**src/rtl/fifo_stream_drain.sv**
```systemverilog
`timescale 1ns/1ps
// fifo_stream_drain
//   Read-side adapter for sync_fifo. It turns read_en/empty/registered-rdata into
//   a valid/ready stream with m_last_o framing every BURST_LEN accepted beats.
//   A 2-entry prefetch buffer covers the FIFO's one-cycle read latency, so the
//   adapter sustains one word per cycle while m_ready_i stays high.
//   Optional feature macro: DRAIN_STATS_EN adds the saturating stat_words_o count.
module fifo_stream_drain #(
  parameter int unsigned WIDTH     = 32,
  parameter int unsigned BURST_LEN = 8,
  parameter int unsigned CNT_W     = 3
`ifdef DRAIN_STATS_EN
  , parameter int unsigned STAT_W  = 16
`endif
) (
  input  logic             clk_i,
  input  logic             rst_n_i,
  input  logic             flush_i,
  input  logic             fifo_empty_i,
  input  logic [WIDTH-1:0] fifo_rdata_i,
  output logic             fifo_read_en_o,
  output logic             m_valid_o,
  output logic [WIDTH-1:0] m_data_o,
  output logic             m_last_o,
  input  logic             m_ready_i
`ifdef DRAIN_STATS_EN
  , output logic [STAT_W-1:0] stat_words_o
`endif
);

  localparam logic [CNT_W-1:0] LAST_BEAT = CNT_W'(BURST_LEN - 1);

  logic [WIDTH-1:0] buf_q [2];
  logic [WIDTH-1:0] buf_d [2];
  logic             head_q, head_d;
  logic             tail_q, tail_d;
  logic [1:0]       occ_q, occ_d;
  logic             inflight_q, inflight_d;
  logic [CNT_W-1:0] beat_cnt_q, beat_cnt_d;

  logic             pop;
  logic             cap;
  logic [2:0]       level;

  // Stream outputs come straight from registers.
  always_comb begin
    m_valid_o = (occ_q != 2'd0);
    m_data_o  = buf_q[head_q];
    m_last_o  = m_valid_o & (beat_cnt_q == LAST_BEAT);
  end

  // Read issue: only request when the word can still land in the buffer after
  // this cycle's pop; never while empty, flushing or held in reset.
  always_comb begin
    pop            = m_valid_o & m_ready_i;
    cap            = inflight_q;
    level          = 3'(occ_q) + 3'(inflight_q) - 3'(pop);
    fifo_read_en_o = rst_n_i & ~fifo_empty_i & ~flush_i & (level < 3'd2);
  end

  // Next-state for buffer, in-flight tracking and beat framing.
  always_comb begin
    buf_d      = buf_q;
    head_d     = head_q ^ pop;
    tail_d     = tail_q ^ cap;
    occ_d      = occ_q + {1'b0, cap} - {1'b0, pop};
    inflight_d = fifo_read_en_o;
    beat_cnt_d = beat_cnt_q;
    if (cap) begin
      buf_d[tail_q] = fifo_rdata_i;
    end
    if (pop) begin
      beat_cnt_d = (beat_cnt_q == LAST_BEAT) ? '0 : beat_cnt_q + CNT_W'(1);
    end
    // A flush discards buffered and in-flight words; a pop in the same cycle
    // has already completed downstream, only its framing advance is dropped.
    if (flush_i) begin
      occ_d      = '0;
      head_d     = 1'b0;
      tail_d     = 1'b0;
      beat_cnt_d = '0;
    end
  end

  // State registers.
  always_ff @(posedge clk_i or negedge rst_n_i) begin
    if (!rst_n_i) begin
      buf_q[0]   <= '0;
      buf_q[1]   <= '0;
      head_q     <= 1'b0;
      tail_q     <= 1'b0;
      occ_q      <= '0;
      inflight_q <= 1'b0;
      beat_cnt_q <= '0;
    end else begin
      buf_q      <= buf_d;
      head_q     <= head_d;
      tail_q     <= tail_d;
      occ_q      <= occ_d;
      inflight_q <= inflight_d;
      beat_cnt_q <= beat_cnt_d;
    end
  end

`ifdef DRAIN_STATS_EN
  logic [STAT_W-1:0] stat_q, stat_d;

  // Accepted-word count, saturating; survives flush.
  always_comb begin
    stat_d = stat_q;
    if (pop && (stat_q != '1)) begin
      stat_d = stat_q + STAT_W'(1);
    end
  end

  // Statistics register.
  always_ff @(posedge clk_i or negedge rst_n_i) begin
    if (!rst_n_i) begin
      stat_q <= '0;
    end else begin
      stat_q <= stat_d;
    end
  end

  assign stat_words_o = stat_q;
`endif

endmodule

```
**config.mk**
```make
export PLATFORM = sky130hd
export DESIGN_NAME = fifo_stream_drain
export DESIGN_NICKNAME = d
export VERILOG_FILES = /design/src/rtl/fifo_stream_drain.sv
export SDC_FILE = /design/constraint.sdc
export NUM_CORES = 1
export LEC_CHECK = 0
export ABC_AREA = 1
export CORE_UTILIZATION = 60
export CTS_CLUSTER_DIAMETER = 40
export DETAILED_ROUTE_END_ITERATION = 6
export DONT_BUFFER_PORTS = 1
export HOLD_SLACK_MARGIN = 0.02
export PLACE_DENSITY = 0.88
export SYNTH_ARGS = -nofsm -noshare
export SYNTH_HDL_FRONTEND = slang
export SYNTH_SLANG_ARGS = --single-unit
```
**constraint.sdc**
```tcl
create_clock -name clk_i -period 6.85 [get_ports clk_i]
set_input_delay 1.37 -clock clk_i [delete_from_list [all_inputs] [get_ports clk_i]]
set_output_delay 1.37 -clock clk_i [all_outputs]
set_load 0.02 [all_outputs]
```
==> impl_results.md, run 1 <==
* Outcome: finished, final reports clean
* Inserted Clock Buffers at 9
* Worst Hold Class: register to register
* RSZ-0062 raised after global routing: false
* Initial antenna violation count at 0
* 1st-iter DRT viols at 73
* Worst r2r src: occ_q[1]
* Hold_sp: buf_q[3]
* Area leader, netlist: dfrtp_1
* CTS tree: done
* Post-cts resize count at 0
* R2R Path End: cap
* Leakage dissipation at 1.66 nW
* Yosys warns at 0
* H-tree lvl count at 3
* Detailed Route WL at 5650 µm
* Slew headroom at 0.268
* First-pass GRT wire length at 9820 µm
* Mapped Avg Cell Area at 10.3 µm²
* Worst r2r path cells at 9
* Hold path depth at 1
* Starting Density at 0.639
* Synth Cell Area at 0.00335 mm²
* Residual DRC at 0
* FP Rows at 26
* Most frequent cells in the layout: dfrtp_1 (71), nand2_1 (70), o21ai_0 (64)
* Final ANT Viol Nets at 0
* Seq/Total Area, Yosys at 0.539
* Endpoints failing setup at 0
* CP arrival at 3020 ps
* Routed len/inst at 14.3 µm
* Setup Crit Path Kind: primary input to output port
* Worst clock skew at 3.56 ps
* Max-cap violations at 0
* Most common cell after layout, fill and taps aside: dfrtp_1
* Ranking of synthesized cells by area: dfrtp_1 (54%), mux2_4 (13%), o21ai_0 (9.6%), nand2_1 (7.9%), inv_1 (4.9%)
* Via-to-Cell Ratio at 5.21
* Pwr Density at 432 mW/mm²
* # Post-CTS Setup Buffers at 0
* Fill cells at 406
* Die Y-Extent at 76.7 µm
* GP Congestion at 0.833
* Clock sinks at 72
* Via count at 2,053
* First drt pass iteration count at 4
* Fmax at 228 MHz
* Worst hold endpoint: buf_q[3]
* Clock-pin slew on the worst setup and hold paths at 70 ps
* Core Area at 0.00524 mm²
* HPWL after DPL at 3620 µm
* Slew Viols, Final at 0
* Worst path required time at 5480 ps
* Maximum clock path buffer count at 2
* Worst slew pin tran at 1100 ps
* IO Port Bufs at 0
* Post-synthesis cell type count at 17
* CP Capture Type: output port
* Worst-Skew Late Latency at 330 ps
* Post-layout util at 0.675
* VDD IR max at 0.218 mV
* Fin Hold WS at 513 ps
* I/O pins at 72
* Minimum clock period at 4390 ps
* Layout Nets at 363
* Antenna diodes at 0
* Critical Path Fanout Max at 5
* Synthesized Nets at 370
* Share of post-route cells with drive strength above 1 at 0.160
* Post-synthesis cell count at 326
* Fin Setup TNS at 0 ps
* Root buffer cell: clkbuf_8
* #FFs+latches synth at 72
* Area delta synth->final at 5.65%
* Final Hold Fails at 0
* Grt ovf at 0
* GRT Util Overall at 0.215
* Maximum number of pins on one net before global-route repair at 74
* Cts hold-fix bufs at 0
* Synth top area share at 0.539
* Vias in the first global route at 2,089
* Total die area at 0.00588 mm²
* DIE WIDTH at 76.7 µm
* Period utilisation layout at 0.642
* R2r setup slk at 4540 ps
* CP startpoint kind: primary input
[metrics by stage]
step	setup slack (ps)	cell area, µm²	instances	power, mW
after floorplan	2620	3350	326	1.07
after global placement	2530	3300	378	1.12
after detailed placement	2460	3300	378	1.15
after CTS	2460	3530	394	1.54
after global routing	2310	3530	394	1.63
final	2460	3530	394	1.53
[sequential cells by signal (all words and copies together), names as in the netlist]
name        flops
buf_q          64
beat_cnt_q      3
occ_q           2
cap             1
tail_q          1
head_q          1
[how the worst max path moves through the flow]
stage | startpoint | end | slack, ps | depth (start not counted)
2_1_floorplan | m_ready_i | fifo_read_en_o | 2620 | 9
3_3_place_gp | m_ready_i | fifo_read_en_o | 2530 | 9
3_5_place_dp | m_ready_i | fifo_read_en_o | 2460 | 9
4_1_cts | m_ready_i | fifo_read_en_o | 2460 | 9
5_1_grt | m_ready_i | fifo_read_en_o | 2310 | 9
6_report | m_ready_i | fifo_read_en_o | 2460 | 9
[area by class of cell]
class,count,area [µm²],share of cell area
flip-flops and latches,72,1800,0.510
inverters,44,165,0.0467
well taps,70,87.6,0.0248
clock buffers,9,124,0.0350
clock inverters,7,110,0.0312
multi-input cells,192,1240,0.352
[critical path, cell delays in order]
cell and delay [ps]:
inv_1 30, nor2_2 200, ha_1 270, inv_1 60, ha_1 150, fa_1 420, inv_1 90, nand3_1 90
nor2_1 350
[synthesized netlist by cell type]
master	number
dfrtp_1	72
o21ai_0	64
inv_1	44
xnor2_1	1
nand3_1	8
nand2_1	70
ha_1	6
clkbuf_1	4
buf_12	3
mux2_2	2
mux2_4	30
buf_6	1
fa_1	1
buf_2	9
nor2_2	1
nor2_1	9
buf_4	1
[power by group]
group / leakage (nW) / internal (mW) / total (mW) / switching (mW)
clock network: 0.123 / 0.239 / 0.391 / 0.152
logic: 0.611 / 0.152 / 0.468 / 0.316
registers: 0.931 / 0.582 / 0.669 / 0.0874
[per-layer routing]
layer,global-route usage,share of wire,vias up
met5,0,0,-
met4,0.0865,0.015,0
met3,0.0476,0.050,8
met2,0.346,0.48,52
met1,0.285,0.46,977
li1,-,-,1016
[cell families after synthesis]
| family | after synthesis | synth area share |
|---|---|---|
| fa+ha+maj | 7 | 0.0284 |
| flops | 72 | 0.539 |
| compound gates | 64 | 0.0957 |
| buf+inv | 62 | 0.0909 |
| xor+xnor | 1 | 0.00262 |
| mux | 32 | 0.141 |
| simple gates | 88 | 0.102 |
Note: power is estimated with default switching activity, not from simulation.
==> run 2: changes to the inputs <==
Clock period 6.85 ns to 4.1 ns, I/O delays scaled along.
==> run 2 against run 1 <==
- via count is 2.2% higher
- clock power is 56% higher
- clock-buffer cell count is 1 higher
- global-route usage is 1.1 points higher
- design area is 0.39% lower
- sequential share of layout area is 0.20 points higher
- clock skew hardly changed
- critical endpoint unchanged
- highest routed layer unchanged
==> impl_results.md, run 2 (synthesis gave the netlist of run 1 again) <==
* Leakage dissipation at 1.65 nW
* Via-to-Cell Ratio at 5.33
* Most frequent cells in the layout: dfrtp_1 (71), nand2_1 (70), o21ai_0 (64)
* Dpl cells at 378
* CP Capture Type: output port
* Detailed Route WL at 5860 µm
* First-pass GRT wire length at 10,300 µm
* CP arrival at 2500 ps
* Layout Nets at 363
* Starting Density at 0.639
* Worst r2r path cells at 9
* Residual DRC at 0
* R2r setup slk at 1790 ps
* GP Congestion at 0.819
* DIE WIDTH at 76.7 µm
* Final ANT Viol Nets at 0
* Cts hold-fix bufs at 0
* Top layer in use: met4
* Root buffer cell: clkbuf_8
* Max incr delay on CP at 440 ps
* CP startpoint kind: register
* Area delta synth->final at 5.24%
* Antenna diodes at 0
* CP max-delay cell: fa_1
* Inserted Clock Buffers at 9
* Fin Setup TNS at 0 ps
* Total power at 2.51 mW
* Regs by FF count: buf_q (64), beat_cnt_q (3), occ_q (2)
* Vias in the first global route at 2,130
* Fmax at 301 MHz
* GRT Util Overall at 0.227
* Fill cells at 400
* Worst path required time at 3280 ps
* H-tree lvl count at 3
* Core Area at 0.00524 mm²
* Final Hold Fails at 0
* Register Area at 0.00180 mm²
* Wl on met1 at 2700 µm
* Worst slew pin tran at 1130 ps
* HPWL after DPL at 3670 µm
* Die Y-Extent at 76.7 µm
* Worst-Skew Late Latency at 340 ps
* Most common cell after layout, fill and taps aside: dfrtp_1
* Maximum number of pins on one net before global-route repair at 74
* Finished Layout Cells at 394
* CTS tree: done
* RSZ-0062 raised after global routing: false
* DR WL met2 at 2760 µm
* Total die area at 0.00588 mm²
* Setup Crit Path Kind: register to output port
* Initial antenna violation count at 0
* IO Port Bufs at 0
* VDD IR max at 0.394 mV
* Minimum clock period at 3320 ps
* Grt ovf at 0
* I/O pins at 72
* Metal3 WL at 289 µm
* WP depth at 9
* Worst Hold Class: primary input to asynchronous set/reset pin
* Worst clock skew at 3.80 ps
* Post-cts resize count at 0
* CP cell instances: nor2_1 > nor2_2 > ha_1 > inv_1 > ha_1 > fa_1 > inv_1 > nand3_1 > nor2_1
* Clock-pin slew on the worst setup and hold paths at 70 ps
* Maximum clock path buffer count at 2
* Routed len/inst at 14.9 µm
* Top reg by flops: buf_q
* Share of post-route cells with drive strength above 1 at 0.160
* Max-cap violations at 0
* Buf+Inv Stages, Crit Path at 2
* # Post-CTS Setup Buffers at 0
* Slew headroom at 0.247
* Multi-input gate area at 0.00124 mm²
* Clock sinks at 72
* Slew Viols, Final at 0
* FP Rows at 26
* Via count at 2,099
* Outcome: finished, final reports clean
* Critical Path Fanout Max at 5
* Endpoints failing setup at 0
* Max reg flops at 64
* Pwr Density at 714 mW/mm²
* First drt pass iteration count at 4
* Cell family contributing the most delay on the critical path: adder cells
* Period utilisation layout at 0.811
* 1st-iter DRT viols at 122
## run 2: final timing paths
check                      startpoint             end
min in group clk_i          buf_q[18]       buf_q[18]
setup reg to reg             occ_q[1]             cap
hold / removal                rst_n_i       buf_q[47]
hold reg to reg             buf_q[18]       buf_q[18]
max in group asynchronous     rst_n_i          head_q
setup / recovery             occ_q[1]  fifo_read_en_o
## run 2: layout make-up
cell class / count / area share
clock buffer: 10 / 0.0391
clock inverter: 6 / 0.0235
multi-input combinational: 192 / 0.354
inverter: 44 / 0.0469
tap: 70 / 0.0249
sequential: 72 / 0.512
## run 2: where the power goes
group	leakage [nW]	switching, mW	total (mW)	internal (mW)
combinational	0.611	0.529	0.783	0.254
clock	0.112	0.255	0.611	0.356
sequential	0.931	0.147	1.12	0.972
total	1.65	0.932	2.51	1.58
## run 2: metal layers
layer,GRT usage,vias to the layer above
li1,-,1017
met1,0.305,1011
met2,0.352,60
met3,0.0548,11
met4,0.0981,0
met5,0,-
## run 2: stage by stage
stage / cell area (µm²) / util / setup slack [ps] / hold WS [ps]
after floorplan: 3350 / - / 969 / 481
after global placement: 3300 / 0.630 / 883 / 491
after detailed placement: 3300 / 0.630 / 820 / 493
after CTS: 3520 / 0.672 / 760 / 154
after global routing: 3520 / 0.672 / 592 / 148
final: 3520 / 0.672 / 776 / 167
==> run 3: changes to the inputs <==
Settings changed: CORE_UTILIZATION 60 to 57, PLACE_DENSITY 0.88 to 0.87.
Clock period 4.1 ns to 2.7 ns, I/O delays scaled along.
==> run 3 against run 2 <==
- the run now ends with negative setup slack left
- highest routed layer unchanged
- hold slack lost 88 ps
- worst setup slack got worse by 850 ps
- design area up 2.2%
- critical endpoint unchanged
- wire length rose by 0.63%
- first-iteration DRC count rose by 9.8%
- critical path depth up 1
- clock-buffer cell count grew 1
- combinational power increased by 70%
- clock skew about the same
- global-route usage fell by 1.3 points
- core utilization down 2.6 points
- final cell count rose by 2.8%
==> impl_results.md, run 3 (synthesis gave the netlist of run 1 again) <==
* Outcome: finished with violations
* Failing checks: negative setup slack
* First drt pass iteration count at 4
* Max incr delay on CP at 450 ps
* RSZ-0062 raised after global routing: true
* Met2 usage at 0.356
* Grt ovf at 0
* Routed len/inst at 14.6 µm
* Via-to-Cell Ratio at 5.22
* R2R Path End: cap
* Worst path required time at 2160 ps
* Clock-pin slew on the worst setup and hold paths at 70 ps
* GRT Util Overall at 0.214
* Setup Crit Path Kind: register to output port
* CP max-delay cell: fa_1
* I/O pins at 72
* Layout Nets at 373
* CP startpoint kind: register
* Critical Path Fanout Max at 2
* Core Area at 0.00557 mm²
* Most common cell after layout, fill and taps aside: dfrtp_1
* Met3 Use GR at 0.0581
* Most frequent cells in the layout: dfrtp_1 (71), nand2_1 (70), o21ai_0 (64)
* HPWL after DPL at 3900 µm
* Cell family contributing the most delay on the critical path: adder cells
* Slew Viols, Final at 0
* R2r setup slk at 730 ps
* Dpl cells at 387
* IO Port Bufs at 0
* Root buffer cell: clkbuf_8
* Max reg flops at 64
* CTS tree: done
* Pwr Density at 1020 mW/mm²
* CP cell instances: nor2_2 > nor2_2 > ha_1 > inv_1 > ha_2 > fa_1 > inv_2 > nand3_2 > nor2_1 > buf_4
* Leakage dissipation at 1.69 nW
* Final Hold Fails at 0
* Finished Layout Cells at 405
* Minimum clock period at 2770 ps
* Period utilisation layout at 1.03
* Worst r2r src: occ_q[0]
* Vias in the first global route at 2,160
* GR peak layer: met2
* Fin Setup TNS at -69.7 ps
* Fmax at 361 MHz
* Max-cap violations at 0
* Inserted Clock Buffers at 9
* Top cell by count, worst path: nor2_2
* Final ANT Viol Nets at 0
* GP Congestion at 0.726
* Initial antenna violation count at 0
* VDD IR max at 0.554 mV
* Die Y-Extent at 78.6 µm
* Slew headroom at 0.516
* Area delta synth->final at 7.59%
* PnR worst setup slack at -69.7 ps
* Residual DRC at 0
* Clock sinks at 72
* DIE WIDTH at 78.6 µm
* Worst Hold Class: primary input to asynchronous set/reset pin
* Total die area at 0.00618 mm²
* FP Rows at 27
* Top reg by flops: buf_q
* Regs by FF count: buf_q (64), beat_cnt_q (3), occ_q (2)
* Starting Density at 0.600
* Grt met1 use at 0.254
* H-tree lvl count at 3
* Via count at 2,113
* CP Capture Type: output port
* Maximum clock path buffer count at 2
* Worst r2r path cells at 10
* Buf+Inv Stages, Crit Path at 3
* Maximum number of pins on one net before global-route repair at 73
* Worst clock skew at 4.05 ps
* Detailed Route WL at 5900 µm
* 1st-iter DRT viols at 134
* Endpoints failing setup at 1
* First-pass GRT wire length at 10,000 µm
* Worst slew pin tran at 718 ps
* Worst-Skew Late Latency at 330 ps
* CP arrival at 2230 ps
* Antenna diodes at 0
* Share of post-route cells with drive strength above 1 at 0.189
-- run 3: worst max path at each step --
stage / from / end / slack (ps) / depth (start not counted)
final: occ_q[0] / fifo_read_en_o / -70 / 10
after global routing: occ_q[1] / fifo_read_en_o / -210 / 10
after CTS: occ_q[0] / fifo_read_en_o / -90 / 10
after detailed placement: m_ready_i / fifo_read_en_o / 190 / 10
after global placement: m_ready_i / fifo_read_en_o / 220 / 10
after floorplan: m_ready_i / fifo_read_en_o / 130 / 9
-- run 3: what timing repair did --
item	in CTS	in global routing
hold buffers	1	0
endpoints found under the setup margin	1	1
gates resized for setup	2	2
pin swaps	2	0
setup buffers	2	0
hold endpoints to repair	72	0
-- run 3: layout make-up --
cell class	instances	area [µm²]
Fill cell	446	1970
Sequential cell	72	1800
Multi-Input combinational cell	192	1250
Inverter	44	165
Timing Repair Buffer	10	133
Clock buffer	11	131
Tap cell	72	90.1
Clock inverter	4	22.5
-- run 3: routing by layer --
metal  up-vias  wire length [µm]
li1       1041                 -
met1      1005              2620
met2        58              2810
met3         9               363
met4         0               107
met5         -                 0
-- run 3: worst register-to-register path, cell delays in order (launching register included) --
cell	delay, ps
dfrtp_1	400
nor2_2	140
nor2_2	50
ha_1	270
inv_1	40
ha_2	160
fa_1	500
inv_2	50
nand3_2	60
nor2_1	40
buf_4	160
-- run 3: report_power, final --
| part | internal, mW | switching [mW] | total, mW |
|---|---|---|---|
| combinational | 0.459 | 0.870 | 1.33 |
| clock | 0.324 | 0.368 | 0.692 |
| sequential | 1.48 | 0.188 | 1.66 |
| total | 2.26 | 1.43 | 3.69 |
-- run 3: per-stage QoR --
stage           util  area [µm²]  power (mW)  hold slack (ps)  setup WS [ps]
5_1_grt        0.646        3600        3.95             99.3           -209
4_1_cts        0.645        3590        3.72             88.1          -90.7
6_report       0.646        3600        3.69             79.0          -69.7
2_1_floorplan      -        3350        2.73              244            129
3_5_place_dp   0.609        3390        2.97              246            188
3_3_place_gp   0.609        3390        2.91              246            222
